## config.mk

```make
export PLATFORM = sky130hd
export DESIGN_NAME = multicycle_sequencer
export DESIGN_NICKNAME = d
export VERILOG_FILES = /design/src/rtl/multicycle_sequencer.sv
export SDC_FILE = /design/constraint.sdc
export NUM_CORES = 1
export LEC_CHECK = 0
export ABC_AREA = 0
export CAP_MARGIN = 15
export CORE_ASPECT_RATIO = 2
export CORE_UTILIZATION = 49
export DETAILED_ROUTE_END_ITERATION = 10
export PLACE_DENSITY = 0.81
export SETUP_SLACK_MARGIN = 0.5
export SLEW_MARGIN = 20
export SYNTH_ARGS = -nofsm -noshare
export SYNTH_HDL_FRONTEND = slang
export SYNTH_SLANG_ARGS = --single-unit
export TNS_END_PERCENT = 5
```

## constraint.sdc

```tcl
create_clock -name clock -period 4.5 [get_ports clock]
set_clock_uncertainty 0.1 [all_clocks]
set_input_delay 0.45 -clock clock [delete_from_list [all_inputs] [get_ports clock]]
set_output_delay 0.45 -clock clock [all_outputs]
set_load 0.005 [all_outputs]
```

## src/rtl/multicycle_sequencer.sv

```systemverilog
// multicycle_sequencer: multicycle control FSM for the RV32I-subset core.
// Sequences FETCH/DECODE/EXECUTE/MEM/WRITEBACK over one shared memory port
// with a ready handshake, traps on illegal opcodes or memory timeouts and
// counts retired instructions.
// Ports:
//   clock, reset          rising-edge clock, synchronous active-high reset
//   opcode_i, funct3_i    instruction fields from the IR
//   zero_i                ALU zero flag (branch compare)
//   mem_ready_i           memory completes the current request this cycle
//   mem_req_o/we_o/sel_o  memory request, write enable, address mux (1 = ALU)
//   ir_write_o            load IR, mdr_write_o load MDR
//   pc_write_o/pc_src_o   PC update and source (1 = branch target)
//   alu_src_o/alu_op_o    ALU operand B select and operation class
//   reg_write_o           register write, mem_to_reg_o writeback source
//   state_o               current state encoding
//   trap_o/trap_cause_o   sticky trap flag and cause (01 illegal, 10 timeout)
//   instr_count_o         retired instruction counter
module multicycle_sequencer #(
    parameter int TIMEOUT = 16,
    parameter int COUNT_W = 32
) (
    input  logic               clock,
    input  logic               reset,
    input  logic [6:0]         opcode_i,
    input  logic [2:0]         funct3_i,
    input  logic               zero_i,
    input  logic               mem_ready_i,
    output logic               mem_req_o,
    output logic               mem_we_o,
    output logic               mem_sel_o,
    output logic               ir_write_o,
    output logic               mdr_write_o,
    output logic               pc_write_o,
    output logic               pc_src_o,
    output logic               alu_src_o,
    output logic [1:0]         alu_op_o,
    output logic               reg_write_o,
    output logic               mem_to_reg_o,
    output logic [2:0]         state_o,
    output logic               trap_o,
    output logic [1:0]         trap_cause_o,
    output logic [COUNT_W-1:0] instr_count_o
);
    localparam int WAIT_W = $clog2(TIMEOUT + 1);

    typedef enum logic [2:0] {
        FETCH     = 3'd0,
        DECODE    = 3'd1,
        EXECUTE   = 3'd2,
        MEM       = 3'd3,
        WRITEBACK = 3'd4,
        TRAP      = 3'd7
    } state_t;

    typedef enum logic [2:0] {C_NONE, C_R, C_I, C_LOAD, C_STORE, C_BEQ, C_BNE} class_t;

    state_t            state, state_n;
    class_t            cls, cls_dec;
    logic [1:0]        cause_n;
    logic [WAIT_W-1:0] wait_cnt;
    logic              timed_out, is_branch, taken, alu_src_c;
    logic [1:0]        alu_op_c;

    always_comb begin
        cls_dec = opcode_i == 7'b0110011 ? C_R :
                  opcode_i == 7'b0010011 ? C_I :
                  opcode_i == 7'b0000011 ? C_LOAD :
                  opcode_i == 7'b0100011 ? C_STORE :
                  (opcode_i == 7'b1100011 && funct3_i == 3'b000) ? C_BEQ :
                  (opcode_i == 7'b1100011 && funct3_i == 3'b001) ? C_BNE : C_NONE;
    end

    // The last tolerated request cycle is the one where wait_cnt == TIMEOUT-1.
    assign timed_out = !mem_ready_i && wait_cnt == WAIT_W'(TIMEOUT - 1);
    assign is_branch = cls == C_BEQ || cls == C_BNE;
    assign taken     = cls == C_BEQ ? zero_i : !zero_i;
    assign alu_src_c = cls == C_I || cls == C_LOAD || cls == C_STORE;
    assign alu_op_c  = (cls == C_R || cls == C_I) ? 2'b10 : is_branch ? 2'b01 : 2'b00;
    assign state_o   = state;
    assign trap_o    = state == TRAP;

    always_comb begin
        state_n = state;
        cause_n = trap_cause_o;
        case (state)
            FETCH:     state_n = mem_ready_i ? DECODE : timed_out ? TRAP : FETCH;
            DECODE:    state_n = cls_dec == C_NONE ? TRAP : EXECUTE;
            EXECUTE:   state_n = (cls == C_R || cls == C_I) ? WRITEBACK :
                                 (cls == C_LOAD || cls == C_STORE) ? MEM :
                                 is_branch ? FETCH : TRAP;
            MEM:       state_n = mem_ready_i ? (cls == C_STORE ? FETCH : WRITEBACK) :
                                 timed_out ? TRAP : MEM;
            WRITEBACK: state_n = FETCH;
            TRAP:      state_n = TRAP;
            default:   state_n = TRAP;
        endcase
        if (state_n == TRAP && state != TRAP)
            cause_n = (timed_out && (state == FETCH || state == MEM)) ? 2'b10 : 2'b01;
    end

    always_comb begin
        mem_req_o    = 1'b0;
        mem_we_o     = 1'b0;
        mem_sel_o    = 1'b0;
        ir_write_o   = 1'b0;
        mdr_write_o  = 1'b0;
        pc_write_o   = 1'b0;
        pc_src_o     = 1'b0;
        alu_src_o    = 1'b0;
        alu_op_o     = 2'b00;
        reg_write_o  = 1'b0;
        mem_to_reg_o = 1'b0;
        if (!reset) begin
            case (state)
                FETCH: begin
                    mem_req_o  = 1'b1;
                    ir_write_o = mem_ready_i;
                end
                EXECUTE: begin
                    alu_src_o  = alu_src_c;
                    alu_op_o   = alu_op_c;
                    pc_write_o = is_branch;
                    pc_src_o   = is_branch && taken;
                end
                MEM: begin
                    // ALU controls held so the address stays stable across waits
                    mem_req_o   = 1'b1;
                    mem_sel_o   = 1'b1;
                    mem_we_o    = cls == C_STORE;
                    alu_src_o   = alu_src_c;
                    alu_op_o    = alu_op_c;
                    pc_write_o  = mem_ready_i && cls == C_STORE;
                    mdr_write_o = mem_ready_i && cls == C_LOAD;
                end
                WRITEBACK: begin
                    alu_src_o    = alu_src_c;
                    alu_op_o     = alu_op_c;
                    reg_write_o  = 1'b1;
                    mem_to_reg_o = cls == C_LOAD;
                    pc_write_o   = 1'b1;
                end
                default: ;
            endcase
        end
    end

    // Every retirement produces exactly one pc_write pulse, so it drives the counter.
    always_ff @(posedge clock) begin
        if (reset) begin
            state         <= FETCH;
            cls           <= C_NONE;
            trap_cause_o  <= 2'b00;
            instr_count_o <= '0;
            wait_cnt      <= '0;
        end else begin
            state         <= state_n;
            trap_cause_o  <= cause_n;
            instr_count_o <= instr_count_o + COUNT_W'(pc_write_o);
            wait_cnt      <= (mem_req_o && !mem_ready_i) ? wait_cnt + 1'b1 : '0;
            if (state == DECODE) cls <= cls_dec;
        end
    end
endmodule
```

# Yosys cells after proc, flatten, opt, wreduce, memory -nomap -nowiden
# Cells that the tools add are included.
totals:
  ff_bits: 45
  latchBits: 0
  mem_bits_rw: 0
  rom_bits: 0
  out_inout_bits: 50
  word_cells: 93
  memories: 0
op_classes:
  addsub: 2
  multipliers: 0
  div_mod_pow: 0
  magnitude_cmp: 0
  n_eq_ne: 20
  n_shift: 0
  muxes: 42
  bitwise: 1
  n_reduce_logical: 23
ops:
  columns: ["cell", "n"]
  rows:
  - ["$mux 3", 15]
  - ["$add 32x1->32", 1]
  - ["$mux 1", 21]
  - ["$eq 3x3->1 const B", 6]
  - ["$pmux 3 s5", 1]
  - ["$eq 7x6->1 const B", 2]
  - ["$eq 3x2->1 const B", 4]
  - ["$eq 3x1->1 const B", 3]
  - ["$logic_and 1x1->1", 9]
  - ["$logic_not 3->1", 3]
  - ["$mux 2", 4]
  - ["$eq 7x2->1 const B", 1]
  - ["$eq 7x5->1 const B", 1]
  - ["$eq 7x7->1 const B", 1]
  - ["$logic_or 1x1->1", 6]
  - ["$add 5x1->5 const B", 1]
  - ["$eq 5x4->1 const B", 1]
  - ["$reduce_or 2->1", 2]
  - ["$ne 3x3->1 const B", 1]
  - ["$pmux 1 s3", 1]
  - ["$reduce_or 3->1", 1]
  - ["$logic_not 1->1", 2]
  - ["$not 1->1", 1]

# Depth between registers and ports, before layout
# Gate-level depths: netlist (run 1).
logic_depth:
  ltp_word: 13
  depth_mapped: 13
  depth_no_buf: 10

# Worst setup path before layout (run 1)
# Ideal clock, no wire load.
synth_path:
  path_type: "register to register"
  from: "register state[0] (netlist: state_o[0])"
  to: "register instr_count_o[29]"
  setup_ps: 121
  arrival_ps: 3054
  t_required_ps: 4279
  path_slack_ps: 1225
  path_stages_with_launch: 14
  path_buffers: 4
  synth_period_minus_slack_ps: 3275
  path_cell_list: "dfxtp_1 > clkbuf_1 > clkbuf_1 > nand2_1 > mux2i_1 > o2111ai_1 > a21oi_1 > ha_1 > nand3_1 > or3_1 > clkbuf_1 > clkbuf_1 > nor3_1 > mux2_2"
synth_via:
  elab_chain_cells: 4
synth_rtl:
  columns: ["element", "line_no", "text"]
  rows:
  - ["from (decl)", "57", "state_t state, state_n;"]
  - ["from (signal assigned)", "156", "state <= state_n;"]
  - ["$eq 3x3->1 or $eq 3x2->1 (tied branches)", "114", "case (state)"]
  - ["$pmux 1 s3 *", "114", null]
  - ["$mux 1 *", "113", "if (!reset) begin"]
  - ["via pc_write_o", "33", "output logic pc_write_o,"]
  - ["$add 32x1->32 *", "158", "instr_count_o <= instr_count_o + COUNT_W'(pc_write_o);"]
  - ["to (signal assigned)", "158", null]
  - ["to (decl)", "42", "output logic [COUNT_W-1:0] instr_count_o"]
# The timed path passes the listed nets; every way through them passes the cells marked *.
# A chain may end at the register's enable or synchronous reset.

# Worst setup path after layout (run 1)
layout_path:
  from: "register state[0] (netlist: state_o[0])"
  to: "register instr_count_o[19]"
layout_via:
  elab_chain_cells: 4
layout_rtl:
  columns: ["element", "line_no"]
  rows:
  - ["$eq 3x3->1 or $eq 3x2->1 (tied branches)", "114"]
  - ["$pmux 1 s3 *", "114"]
  - ["$mux 1 *", "113"]
  - ["$add 32x1->32 *", "158"]
# Every way passes the cells marked *; elsewhere a longest branch is shown, timed or not.

==> results of run 1 <==
==> sequential cells by signal, indices dropped and copies added (netlist names) <==
signal / flops
cls: 3
instr_count_o: 32
state_o: 3
trap_cause_o: 2
wait_cnt: 5
==> worst max-delay path, delay by kind of cell, from the launching register on <==
kind / cells / cell delay (ns)
AND/OR/NAND/NOR: 4 / 1.31
flip-flops: 1 / 0.76
multiplexers: 2 / 0.53
AO/OA/AOI/OAI: 2 / 0.35
adder cells (fa/ha/maj): 1 / 0.21
==> power breakdown <==
part	leakage, nW	switching, W	internal, W	total (W)
Sequential	0.363	0.0000387	0.000418	0.000457
Clock	0.0574	0.000136	0.000181	0.000316
Combinational	0.617	0.000107	0.000125	0.000232
==> cell type report <==
cell class,instances,share of cell area (%)
well taps,55,2.17
clock inverters,2,1.19
repair buffers,65,20.2
clock buffers,6,2.61
multi-input cells,220,43.9
flip-flops and latches,45,28.5
inverters,12,1.42
==> through the flow <==
step,worst slack [ns],hold slack [ns],cells
floorplan,1.22,0.318,298
global placement,0.942,0.339,397
detailed placement,0.872,0.343,397
CTS,1.14,0.335,405
global route,0.920,0.346,405
finish,1.14,0.349,405
==> cell families after synthesis <==
group           Yosys count  synth area share (%)
simple gates            133                  31.0
flops                    45                  37.2
fa+ha+maj                 4                  2.07
compound gates           63                  16.5
mux                       7                  3.10
xor+xnor                 13                  4.70
buf+inv                  33                  5.43
==> synthesized netlist by cell type (2+ instances only) <==
cell type	count	area [um^2]
ha_1	4	50.1
nor3_1	6	30.0
nor4_1	5	31.3
nand3_1	9	45.0
inv_1	12	45.0
or4_1	15	113
or4b_2	2	20.0
mux2i_1	3	30.0
xnor2_1	9	78.8
or3b_2	2	17.5
o21ai_0	8	40.0
nor2_1	33	124
dfxtp_1	45	901
a2bb2oi_1	2	17.5
nand2b_1	4	25.0
buf_1	2	7.51
nor3b_1	5	37.5
nor2b_1	11	68.8
or2_2	2	12.5
a22oi_1	2	15.0
nand3b_1	2	15.0
xor2_1	4	35.0
and4_1	2	17.5
mux2_2	4	45.0
a21oi_1	26	130
or3_1	5	31.3
o31ai_1	14	105
nand2_1	17	63.8
nand4_1	5	31.3
clkbuf_1	18	67.6
and3_1	4	25.0
==> layer usage <==
layer,global-route usage [%],up-vias
li1,-,1179
met1,24.2,1102
met2,44.0,62
met3,3.45,14
met4,11.9,0
met5,0,-
==> final timing paths <==
check | from | endpoint | slack (ns) | cells after the start
setup / recovery | state_o[0] | instr_count_o[19] | 1.14 | 9
hold / removal | reset | state_o[0] | 0.35 | 2
setup reg to reg | state_o[0] | instr_count_o[19] | 1.14 | 9
hold reg to reg | wait_cnt[0] | wait_cnt[0] | 0.36 | 1
==> results_dict.tcl, run 1 <==
set metrics [dict create \
    startpoint_type "register" \
    grt_antenna_before_repair 0 \
    clkSlewWorstSetupHoldPaths_ns 0.08 \
    drt_iter0_markers 52 \
    ctsLongestPathBuffers 2 \
    cts.repair.resized 0 \
    slew_violations 0 \
    register_area_um2 901 \
    cts.htree.levels 2 \
    critPathMaxStageDelay_ns 0.76 \
    final_area_mm2 0.00316 \
    start_util_pct 51.7 \
    wl_met1_um 2160 \
    cp_cell_sequence "nand2_1, mux2i_1, o2111ai_1, a21oi_1, ha_1, nand3_1, or3_1, nor4_1, mux2_2" \
    vias_per_cell 5.82 \
    worst_pin_slew_ns 0.674 \
    tritoncts "built" \
    rsz0062_at_grt "false" \
    yosys.cell_types.count 47 \
    layout_common_cells "clkdlybuf4s50_1 (62), dfxtp_1 (45), nor2_1 (33)" \
    ys_async_sr_fraction_pct 0 \
    holdBufCountCts 0 \
    fill_cells 393 \
    setup_tns_ns 0 \
    num_vias 2357 \
    synth_nets 316 \
    synth.yosys.warnings 0 \
    fin_crit_sh_pct 74.6 \
    clock-root-buffer "clkbuf_8" \
    ir_drop_mv 0.294 \
    routed_wl_um 5750 \
    netlist_instances 298 \
    port_buffers 63 \
    p_per_area_mw_per_mm2 318 \
    leakagePower_nw 1.04 \
    dr_wl_met2_um 3190 \
    route.detailed.drc 0 \
    place_area_mm2 0.00304 \
    critPathRequiredTime_ns 4.59 \
    multi_input_comb_area_mm2 0.00139 \
    grt_usage_pct 23.5 \
    area.growth.synth_to_final_pct 30.7 \
    ys_ff_latch 45 \
    min_path_type "in2reg" \
    ys.flop_type "dfxtp_1" \
    gr-total-overflow 0 \
    outcome "completed" \
    grt_max_degree 47 \
    post-dp-hpwl_um 4230 \
    fmax_ghz 0.298 \
    criticalPathCategory "reg2reg" \
    yosysSeqAreaShare_pct 37.2 \
    grt_pass1_wl_um 9540 \
    cp-end-kind "register" \
    die_h_um 101 \
    synth_enable_flop_cells 0 \
    postCtsSetupRepairBufs 0 \
    drtAntennaViolNets 0 \
    cp_max_fo 23 \
    dieWidth_um 51.7 \
    syn_area_per_cell_um2 8.12 \
    arrival_ns 3.45 \
    topRoutingLayerUsed "met4" \
    ios 64 \
    grt_pass1_vias 2154 \
    cts_buffers 5 \
    drive_gt1_share_pct 6.57 \
    cts_num_sinks 45 \
    antennaDiodeCount 0 \
    coreArea_mm2 0.00469 \
    final_util_pct 67.5 \
    clock_latency_ns 0.29 \
    hold_viol 0 \
    synth_area_mm2 0.00242 \
    slew_headroom_pct 55.0 \
    setup_viol_count_final 0 \
    crit_slowest_cell "dfxtp_1" \
    routed-wl-met3_um 207 \
    mostFrequentLayoutCell "clkdlybuf4s50_1" \
    rows 35 \
    place_congestion 0.872 \
    fin_nets 367 \
    period_needed_ns 3.36 \
    wire_per_inst_um 14.2 \
    drv_cap 0 \
    power.total_w 0.00101 \
    firstDrtPassIters 4 \
    die-area_mm2 0.00524 \
]
(Power assumes the default switching activity.)
==> inputs of run 2 (changes only) <==
==> constraint.sdc (replaced) <==
create_clock -name clock -period 3.4 [get_ports clock]
set_clock_uncertainty 0.1 [all_clocks]
set_input_delay 0.34 -clock clock [delete_from_list [all_inputs] [get_ports clock]]
set_output_delay 0.34 -clock clock [all_outputs]
set_load 0.005 [all_outputs]
==> run 2 against run 1 <==
Effect of this change: utilization increased by 1.9 points; via count increased by 2.5%; fmax increased by 18%; total power increased by 28%; wire length increased by 8.8%; setup slack got worse by 0.60 ns; register-to-register slack got worse by 0.60 ns; worst hold slack improved by 0.0033 ns; die area unchanged; combinational power increased by 67%; critical path depth increased by 1; sequential share of layout area decreased by 0.53 points.
==> results_dict.tcl, run 2 (synthesized netlist as in run 1, its figures left out) <==
set metrics [dict create \
    ctsLongestPathBuffers 2 \
    antennaDiodeCount 0 \
    drt_iter0_markers 54 \
    p_comb_share_pct 30.0 \
    die_h_um 101 \
    grt_pass1_wl_um 9770 \
    fill_cells 383 \
    drtAntennaViolNets 0 \
    ir_drop_mv 0.355 \
    place_congestion 0.800 \
    worst_pin_slew_ns 0.536 \
    rsz0062_at_grt "false" \
    grt_usage_pct 24.2 \
    rows 35 \
    ios 64 \
    num_vias 2416 \
    p_sw_share_pct 30.6 \
    dieWidth_um 51.7 \
    mostFrequentLayoutCell "clkdlybuf4s50_1" \
    area.growth.synth_to_final_pct 34.5 \
    wire_per_inst_um 15.1 \
    setup_viol_count_final 0 \
    clkSlewWorstSetupHoldPaths_ns 0.08 \
    regMostFlops "instr_count_o" \
    port_buffers 63 \
    top_regs "instr_count_o (32), wait_cnt (5)" \
    cts_num_sinks 45 \
    placed_cells 400 \
    slew_headroom_pct 64.3 \
    grt_antenna_before_repair 0 \
    hold_viol 0 \
    cp-end-kind "register" \
    vias_per_cell 5.84 \
    fin_nets 378 \
    cp_max_fo 9 \
    arrival_ns 2.97 \
    clock_latency_ns 0.30 \
    crit_slowest_cell "or4_4" \
    gr-total-overflow 0 \
    register_area_um2 910 \
    route.detailed.drc 0 \
    drive_gt1_share_pct 11.7 \
    outcome "completed" \
    cts.htree.levels 2 \
    p_seq_share_pct 45.9 \
    fmax_ghz 0.351 \
    clock-root-buffer "clkbuf_8" \
    cp_cell_sequence "nand2_1, mux2i_1, o2111ai_1, a21oi_2, ha_2, ha_4, nand4_1, or4_4, or4_1, a21oi_1" \
    holdBufCountCts 0 \
    setup_tns_ns 0 \
    tritoncts "built" \
    largest_register_ffs 32 \
    start_util_pct 51.7 \
    min_path_type "reg2reg" \
    cts_buffers 5 \
    die-area_mm2 0.00524 \
    fin_crit_sh_pct 83.9 \
    drv_cap 0 \
    leakagePower_nw 1.09 \
    grt_max_degree 53 \
    critPathTopFamily "simple AND/OR/NAND/NOR gates" \
    criticalPathCategory "reg2reg" \
    layout_common_cells "clkdlybuf4s50_1 (61), dfxtp_1 (42), nor2_1 (33)" \
    startpoint_type "register" \
    switchingPower_w 0.000395 \
    post-dp-hpwl_um 4450 \
    routed_wl_um 6250 \
    slew_violations 0 \
    period_needed_ns 2.85 \
    critPathMaxStageDelay_ns 0.62 \
    multi_input_comb_area_mm2 0.00143 \
    p_int_w 0.000896 \
    critPathRequiredTime_ns 3.52 \
    path_buf_inv 0 \
    final_cells 414 \
    coreArea_mm2 0.00469 \
    grt_pass1_vias 2158 \
    p_per_area_mw_per_mm2 397 \
    clkPwrFrac_pct 24.2 \
    firstDrtPassIters 4 \
]
run 2: power by group through the flow:
stage                     clock network (W)  logic [W]  registers [W]
after floorplan                           0   0.000216       0.000592
after global placement                    0   0.000327       0.000612
after detailed placement                  0   0.000331       0.000615
after CTS                          0.000311   0.000333       0.000605
after global routing               0.000336   0.000417       0.000595
final                              0.000312   0.000387       0.000592
run 2: layout make-up:
| cell class | instances | share of cell area [%] |
|---|---|---|
| Clock buffer | 5 | 2.11 |
| Clock inverter | 1 | 0.154 |
| Inverter | 12 | 1.38 |
| Multi-Input combinational cell | 220 | 44.0 |
| Sequential cell | 45 | 27.9 |
| Tap cell | 55 | 2.11 |
| Timing Repair Buffer | 76 | 22.3 |
run 2: path summary, 6_finish.rpt:
path | start | to | slack [ns] | cells after the start
min | wait_cnt[0] | wait_cnt[0] | 0.35 | 1
max reg2reg | state_o[0] | instr_count_o[14] | 0.55 | 10
min reg2reg | wait_cnt[0] | wait_cnt[0] | 0.35 | 1
max | state_o[0] | instr_count_o[14] | 0.55 | 10
run 2: metrics by stage:
step                      total power [W]  utilization [%]  setup slack, ns  area (um^2)  hold WS (ns)
after floorplan                  0.000808                -            0.467         2440         0.318
after global routing              0.00135             69.5            0.475         3260         0.383
after detailed placement         0.000946             65.6           0.0455         3070         0.345
after global placement           0.000939             65.6            0.182         3070         0.334
after CTS                         0.00125             67.7            0.482         3170         0.360
final                             0.00129             69.5            0.548         3260         0.352
run 2: what timing repair did:
action                                  CTS  global route
pin swaps                                 1             5
gates resized for setup                   5             9
endpoints found under the hold margin     0             0
endpoints found under the setup margin   18             7
setup buffers                             1             7
run 2: per-layer routing:
metal | vias to the layer above | track usage (%) | part of all wire [%]
met5 | - | 0 | 0
met4 | 0 | 8.52 | 2.0
met3 | 11 | 3.90 | 2.8
met2 | 60 | 47.6 | 58
met1 | 1146 | 24.3 | 37
li1 | 1199 | - | -
==> RTL change: new RTL, flow settings as in run 1 <==
Make the reset (`reset`) asynchronous in one clocked block. Comments in the files are not updated.
--- a/src/rtl/multicycle_sequencer.sv
+++ b/src/rtl/multicycle_sequencer.sv
@@ -145,7 +145,7 @@
     end
 
     // Every retirement produces exactly one pc_write pulse, so it drives the counter.
-    always_ff @(posedge clock) begin
+    always_ff @(posedge clock or posedge reset) begin
         if (reset) begin
             state         <= FETCH;
             cls           <= C_NONE;
Function: differs if reset is asserted again (counterexample within 4 cycles, from zero or initial values and one cycle with reset high); with reset held inactive, the same outputs for 10 cycles.
==> RTL change against run 1 <==
Sequential share of layout area increased by 6.7 points; worst hold slack improved by 23 ps; synthesized cell count is 20% lower; area after synthesis is 0.26% higher; sequential cell count stayed put; final area up 1.1%; routed wire length increased by 1.1%; global-route usage is 1.4 points higher; setup slack got worse by 100 ps.
Power is not compared: it rests on default switching activity, and its combinational part moved more than twofold at a synthesized area within 25%.
==> RTL change: results (changes against run 1) <==
| Metric | Value |
|---|---|
| Run status | `completed (unchanged)` |
| Worst setup path endpoint | `instr_count_o[28]$_DFF_PP0_ (was instr_count_o[19]$_SDFF_PP0_)` |
| Per-instance average area after synthesis | `10.16 sq um (was 8.124 sq um)` |
| Count of inverters other than clock inverters in the layout | `5 (was 12)` |
| Number of cell instances on the worst register-to-register path | `10 (was 9)` |
| Worst min-delay path category | `flop to flop (was primary input to flop)` |
| Fraction of layout cells with a size suffix above 1 | `0.04983 (was 0.06571)` |
| Mux cell area share after synthesis | `0.01237 (was 0.03101)` |
| Sum of net half-perimeters after detailed placement | `4353 um (was 4229 um)` |
| Number of vias per cell | `5.809 (was 5.820)` |
| Worst EP arrival | `3540 ps (was 3450 ps)` |
| RePlAce Congestion | `0.8335 (was 0.8723)` |
| Post-Syn Nets | `257 (was 316)` |
| XOR/XNOR share of the synthesized area | `0.1263 (was 0.04703)` |
| Largest stage delay on the critical path | `710 ps (was 760 ps)` |
| Footprint of the multi-input gates | `1244 sq um (was 1389 sq um)` |
| Adder and majority cell fraction of the synthesized area | `0.02474 (was 0.02067)` |
| Grt met3 use | `0.03754 (was 0.03453)` |
| Fill cell total of the finished layout | `382 (was 393)` |
| Worst slack on hold paths | `372.2 ps (was 349.1 ps)` |
| Number of violations reported at the end of detailed-routing iteration 0 | `46 (was 52)` |
| Share of synthesized area occupied by flip-flops and latches | `0.4639 (was 0.3721)` |
| Startpoint of the lowest-slack register-to-register path | `state_o[1]$_DFF_PP0_ (was state_o[0]$_SDFF_PP0_)` |
| Maximum fanout encountered on the critical timing path | `20 (was 23)` |
| Tot GR Track Use | `0.2490 (was 0.2351)` |
| Synth area leaders | `dfrtp_1 (46%), xnor2_1 (9.7%), nand3_1 (3.3%), and3_1 (3.1%), xor2_1 (2.9%) (was dfxtp_1 (37%), a21oi_1 (5.4%), nor2_1 (5.1%), or4_1 (4.7%), o31ai_1 (4.3%))` |
| Total placed instance area | `3095 sq um (was 3044 sq um)` |
| Most frequently used flop master after synthesis | `dfrtp_1 (was dfxtp_1)` |
| Met2 WL | `3387 um (was 3193 um)` |
| Layout Cell Area excl Fill | `3199 sq um (was 3164 sq um)` |
| Sum of met3 wire segment lengths after detailed routing | `191 um (was 207 um)` |
| Via count of the first global-routing pass | `2090 (was 2154)` |
| Clk cell area share | `0.03246 (was 0.03796)` |
| GR Util met2 | `0.4725 (was 0.4396)` |
| Slowest CP cell | `dfrtp_1 (was dfxtp_1)` |
| Placed cell count | `349 (was 397)` |
| Grt met1 use | `0.2527 (was 0.2421)` |
| Final Cycle Share | `0.7685 (was 0.7459)` |
RTL change: changes by cell type after synthesis, sizes merged, moves of 7 or more:
cell / change
dfxtp: -45
xnor2: +18
clkbuf: -13
or4: -16
and3: +9
a21oi: -20
nor2b: -7
dfrtp: +45
o31ai: -14
nand3: +7
nor2: -15
inv: -7
RTL change: worst min-delay path by stage:
stage / start / end / cells past startpoint
global placement: wait_cnt[0]$_DFF_PP0_ / wait_cnt[0]$_DFF_PP0_ / 1
detailed placement: instr_count_o[31]$_DFF_PP0_ / instr_count_o[31]$_DFF_PP0_ / 1
CTS: wait_cnt[0]$_DFF_PP0_ / wait_cnt[0]$_DFF_PP0_ / 1
global route: wait_cnt[0]$_DFF_PP0_ / wait_cnt[0]$_DFF_PP0_ / 1
finish: wait_cnt[0]$_DFF_PP0_ / wait_cnt[0]$_DFF_PP0_ / 1
floorplan: wait_cnt[0]$_DFF_PP0_ / wait_cnt[0]$_DFF_PP0_ / 1
